$ cat config.mk
export PLATFORM = sky130hd
export DESIGN_NAME = array_scan_sequencer
export DESIGN_NICKNAME = d
export VERILOG_FILES = /design/src/rtl/array_scan_sequencer.sv
export SDC_FILE = /design/constraint.sdc
export NUM_CORES = 2
export LEC_CHECK = 0
export BUFFER_PORTS_ARGS = -buffer_cell sky130_fd_sc_hd__buf_2
export CORE_MARGIN = 2
export CORE_UTILIZATION = 27
export DETAILED_ROUTE_END_ITERATION = 10
export PLACE_DENSITY = 0.5
export SETUP_SLACK_MARGIN = 0.3
export SLEW_MARGIN = 40
export SYNTH_ARGS = -nofsm -noshare
export SYNTH_HDL_FRONTEND = slang
export SYNTH_SLANG_ARGS = --single-unit
$ cat constraint.sdc
create_clock -name CLK -period 36.3 [get_ports CLK]
set_input_delay 1.815 -clock CLK [delete_from_list [all_inputs] [get_ports CLK]]
set_output_delay 1.815 -clock CLK [all_outputs]
set_load 0.02 [all_outputs]
$ cat src/rtl/array_scan_sequencer.sv
// Snapshots a WIDTH x DEPTH array on start and streams it one element per valid/ready transfer.
// Optional XOR checksum of streamed elements when ARRAY_SCAN_CHECKSUM_EN is defined.
module array_scan_sequencer #(
  parameter int unsigned WIDTH = 8,
  parameter int unsigned DEPTH = 64,
  localparam int unsigned IDX_W = $clog2(DEPTH)
) (
  input  logic             CLK,
  input  logic             ASYNCRESET,
  input  logic [WIDTH-1:0] arr [DEPTH-1:0],
  input  logic             start,
  input  logic             abort,
  output logic             out_valid,
  input  logic             out_ready,
  output logic [WIDTH-1:0] out_data,
  output logic [IDX_W-1:0] out_idx,
  output logic             out_last,
  output logic             busy,
`ifdef ARRAY_SCAN_CHECKSUM_EN
  output logic [WIDTH-1:0] checksum,
`endif
  output logic             done
);

  typedef enum logic [1:0] {IDLE, SCAN, DONE} state_t;

  localparam logic [IDX_W-1:0] LAST_IDX = IDX_W'(DEPTH - 1);

  state_t           state;
  state_t           state_d;
  logic [WIDTH-1:0] snapshot [DEPTH-1:0];

  logic             load_c;
  logic             xfer_c;
  logic             at_last_c;
  logic [IDX_W-1:0] nxt_idx_c;
  logic [IDX_W-1:0] idx_d;
  logic [WIDTH-1:0] data_d;
  logic             valid_d;
  logic             last_d;
  logic             busy_d;
  logic             done_d;

  assign xfer_c    = out_valid & out_ready;
  assign at_last_c = (out_idx == LAST_IDX);

  // Next-state and next-output decode; every output is registered from these.
  always_comb begin
    state_d   = state;
    idx_d     = out_idx;
    data_d    = out_data;
    valid_d   = out_valid;
    last_d    = out_last;
    busy_d    = busy;
    done_d    = 1'b0;
    load_c    = 1'b0;
    nxt_idx_c = out_idx + IDX_W'(1);

    case (state)
      IDLE: begin
        // abort takes priority over a coincident start
        if (start && !abort) begin
          load_c  = 1'b1;
          state_d = SCAN;
          idx_d   = '0;
          data_d  = arr[0];
          valid_d = 1'b1;
          last_d  = 1'b0;
          busy_d  = 1'b1;
        end
      end

      SCAN: begin
        if (abort) begin
          state_d = IDLE;
          valid_d = 1'b0;
          last_d  = 1'b0;
          busy_d  = 1'b0;
        end else if (xfer_c) begin
          if (at_last_c) begin
            state_d = DONE;
            valid_d = 1'b0;
            last_d  = 1'b0;
            done_d  = 1'b1;
          end else begin
            idx_d  = nxt_idx_c;
            data_d = snapshot[nxt_idx_c];
            last_d = (nxt_idx_c == LAST_IDX);
          end
        end
      end

      DONE: begin
        state_d = IDLE;
        busy_d  = 1'b0;
      end

      default: begin
        state_d = IDLE;
        valid_d = 1'b0;
        last_d  = 1'b0;
        busy_d  = 1'b0;
      end
    endcase
  end

  always_ff @(posedge CLK or posedge ASYNCRESET) begin
    if (ASYNCRESET) begin
      state     <= IDLE;
      out_idx   <= '0;
      out_data  <= '0;
      out_valid <= 1'b0;
      out_last  <= 1'b0;
      busy      <= 1'b0;
      done      <= 1'b0;
    end else begin
      state     <= state_d;
      out_idx   <= idx_d;
      out_data  <= data_d;
      out_valid <= valid_d;
      out_last  <= last_d;
      busy      <= busy_d;
      done      <= done_d;
    end
  end

  // Snapshot only reloads on an accepted start, so arr may change freely mid-scan.
  always_ff @(posedge CLK or posedge ASYNCRESET) begin
    if (ASYNCRESET) begin
      for (int i = 0; i < int'(DEPTH); i++) snapshot[i] <= '0;
    end else if (load_c) begin
      for (int i = 0; i < int'(DEPTH); i++) snapshot[i] <= arr[i];
    end
  end

`ifdef ARRAY_SCAN_CHECKSUM_EN
  // Running XOR of accepted elements; a partial value stays visible after abort.
  always_ff @(posedge CLK or posedge ASYNCRESET) begin
    if (ASYNCRESET) begin
      checksum <= '0;
    end else if (load_c) begin
      checksum <= '0;
    end else if (xfer_c) begin
      checksum <= checksum ^ out_data;
    end
  end
`endif

endmodule
==> reports/results.tsv <==
metric	value	unit
result_of_the_run	complete, no violations	
cp_num_buf_inv	5	
yosysWarningCount	0	
synth.distinct_cells	42	
n_fill_cell	9345	
internal_power	1.28	mW
arrival	5.21	ns
global_route.overflow_total	0	
number_of_global_route_vias_before_repair	20500	
synth_seq_cells	532	
critical_path_required	36.83	ns
min_path_cells	2	
syn_inst_count	2665	
critical_path_depth	9	
rr_startpoint	out_idx[1]	
mostFrequentLayoutCell	nand2_1	
most-common-layout-cells	nand2_1, buf_2, dfrtp_1	
timing.critical_path.from_type	input pin	
cts_root_buf	clkbuf_16	
gp_congestion	0.812	
layout.cells.non_filler	4377	
synth_seq_area_share	54.8	%
r2r_slack	31.98	ns
final_min_period_over_clock_period	12.9	%
power.sequential.fraction	42.3	%
post_cts_buffers	0	
min_delay_worst_endpoint	snapshot[293]	
vias_per_cell	4.54	
mean_instance_size_in_the_synthesized_netlist	9.12	sq um
tightest_slew	0.822	ns
nNetsFinal	3656	
cts.path.max_buffers	3	
grt.busiest_layer	met2	
drt.antenna.violating_nets	0	
power.net_switching	0.539	mW
initialDrtViolationCount	1624	
grt_antenna_before_repair	25	
crit_path_max_incr_delay	0.72	ns
grt_pass1_wl	132000	um
power.clock.fraction	37.1	%
postCtsHoldBufs	0	
crit_path_max_fanout	109	
synth_edf_count	0	
placeableCoreArea	89600	sq um
setup_viol_count_final	0	
synth.cell_area	24300	sq um
hold_start	snapshot[293]	
grt_max_degree	184	
design.portCount	535	
routed-via-count	19900	
cellPowerDensity	59.6	nW/um^2
post_cts.resized_instances	0	
syn-num-nets	3184	
cts_buffers	66	
irDropWorstVdd	0.0258	mV
floorplan.die_area	92500	sq um
timing.fmax	0.213	GHz
cts_tree	built	
place_inst	4244	
timing.reg2reg.worst_path_depth	8	
track_usage	19.0	%
timing_max_transition_violations_final	0	
groute.layer.met1.usage	25.3	%
rsz0062_at_grt	no	
end_kind	flip-flop	
floorplan.initialDensity	27.1	%
hold_class	reg -> reg	
io_buffers	534	
post_drt_wl_per_cell	20.2	um
postSynth.asyncResetShare	100	%
path_class	in -> reg	
clk_latency	0.59	ns
critical-path-slowest-cell	buf_4	
die_x	304	um
period_minus_slack	4.68	ns
slew_headroom	45.2	%
grt_util_met2	29.6	%
fp.dieH	304	um
cpLargestDelayFamily	buffers and inverters	
regToRegEndpoint	out_data[2]	
timing.critical_path.cells	buf_2 -> nand2b_1 -> nor3_2 -> buf_6 -> clkbuf_8 -> buf_6 -> buf_4 -> nand2_1 -> nand2_1	
power_frac_comb	20.7	%
firstDrtPassIters	5	
numClockSinks	532	
post_route_cells_drive_above_1_share	25.1	%
cts.reportedPaths.clkPinSlew	0.06	ns
ys.flop_type	dfrtp_1	
drc_errors	0	
finalClockSkew	0.0178	ns
max_cap_violations	0	
placement_rows	110	
seq_area	13300	sq um
htreeDepth	3	
power.static_leakage	16.0	nW
flow.area_growth_from_synthesis	25.2	%
switching_share	29.7	%
setup-tns-final	0	ns
detail_route.wirelength	88400	um
multiInputGateArea	10300	sq um
dp_hpwl	63200	um
groute.layer.met3.usage	4.60	%
hold_viol_final	0	
[metrics by stage]
| stage | power [mW] | hold slack [ns] | setup slack, ns | util [%] | instance area (sq um) |
|---|---|---|---|---|---|
| floorplan | 1.01 | 0.437 | 19.62 | - | 24300 |
| global placement | 1.15 | 0.452 | 30.28 | 31.3 | 28100 |
| finish | 1.81 | 0.466 | 31.62 | 34.0 | 30400 |
| CTS | 1.84 | 0.471 | 31.38 | 33.9 | 30400 |
| global route | 1.92 | 0.478 | 31.28 | 34.0 | 30400 |
| detailed placement | 1.16 | 0.457 | 30.75 | 31.4 | 28200 |
[power by group through the flow]
stage / Clock [mW] / Sequential (mW) / Combinational, mW
6_report: 0.672 / 0.767 / 0.375
5_1_grt: 0.717 / 0.780 / 0.420
4_1_cts: 0.693 / 0.766 / 0.383
3_5_place_dp: 0 / 0.775 / 0.381
3_3_place_gp: 0 / 0.773 / 0.376
2_1_floorplan: 0 / 0.761 / 0.246
[worst register-to-register path: stages (launching register included)]
cell and delay (ns):
dfrtp_1 0.54, ha_4 0.64, buf_4 0.53, buf_4 0.73
mux4_2 0.68, mux2i_1 0.20, o22ai_1 0.13, a2111oi_0 0.58
a21oi_1 0.15
[metal layers]
metal	share of wire (%)	wire length, um
met2	47	41300
met4	2.9	2550
met3	6.5	5750
met5	0.035	31
met1	44	38800
[synth_stat cells, types with 9 or more instances]
master	n	area [sq um]
o21ai_0	17	85.1
and2_0	14	87.6
a21oi_1	19	95.1
buf_4	9	67.6
nand2_1	1606	6030
clkbuf_1	127	477
mux4_2	113	2540
buf_2	28	140
dfrtp_1	532	13300
nor2_1	15	56.3
and2_1	10	62.6
a211oi_1	14	105
mux2i_1	34	340
a31oi_1	25	156
a2111oi_0	16	140
nand3_1	15	75.1
or3_1	10	62.6
[layout make-up]
| type | instances | area share [%] |
|---|---|---|
| Sequential cell | 532 | 43.7 |
| Clock buffer | 96 | 6.43 |
| Clock inverter | 17 | 0.740 |
| Inverter | 6 | 0.115 |
| Tap cell | 1176 | 4.83 |
| Multi-Input combinational cell | 1958 | 33.9 |
| Timing Repair Buffer | 573 | 10.1 |
| Antenna cell | 19 | 0.156 |
[logic make-up (layout without fill, tap and decap cells)]
family / after synthesis / after routing / share of synthesized area, %
AOI/OAI and AO/OA: 117 / 117 / 3.19
xor gates and xnor gates: 7 / 7 / 0.407
adders and majority gates: 2 / 2 / 0.103
muxes: 147 / 147 / 11.9
DFF: 532 / 532 / 54.8
other: 0 / 19 / 0
buffers and inverters: 175 / 692 / 3.08
and+or+nand+nor: 1685 / 1685 / 26.6
[registers in the layout, indices dropped and copies added, names as in the netlist]
| register | flops |
|---|---|
| state | 2 |
| out_valid | 1 |
| busy | 1 |
| out_last | 1 |
| out_idx | 6 |
| out_data | 8 |
| done | 1 |
| snapshot | 512 |
[worst max-delay path by stage]
stage | from | endpoint | slack [ns]
after floorplan | ASYNCRESET | busy | 19.62
after global placement | abort | snapshot[409] | 30.28
after detailed placement | abort | snapshot[160] | 30.75
after CTS | abort | snapshot[160] | 31.38
after global routing | abort | snapshot[168] | 31.28
final | abort | snapshot[168] | 31.62
Power figures use the tool's default switching activity.
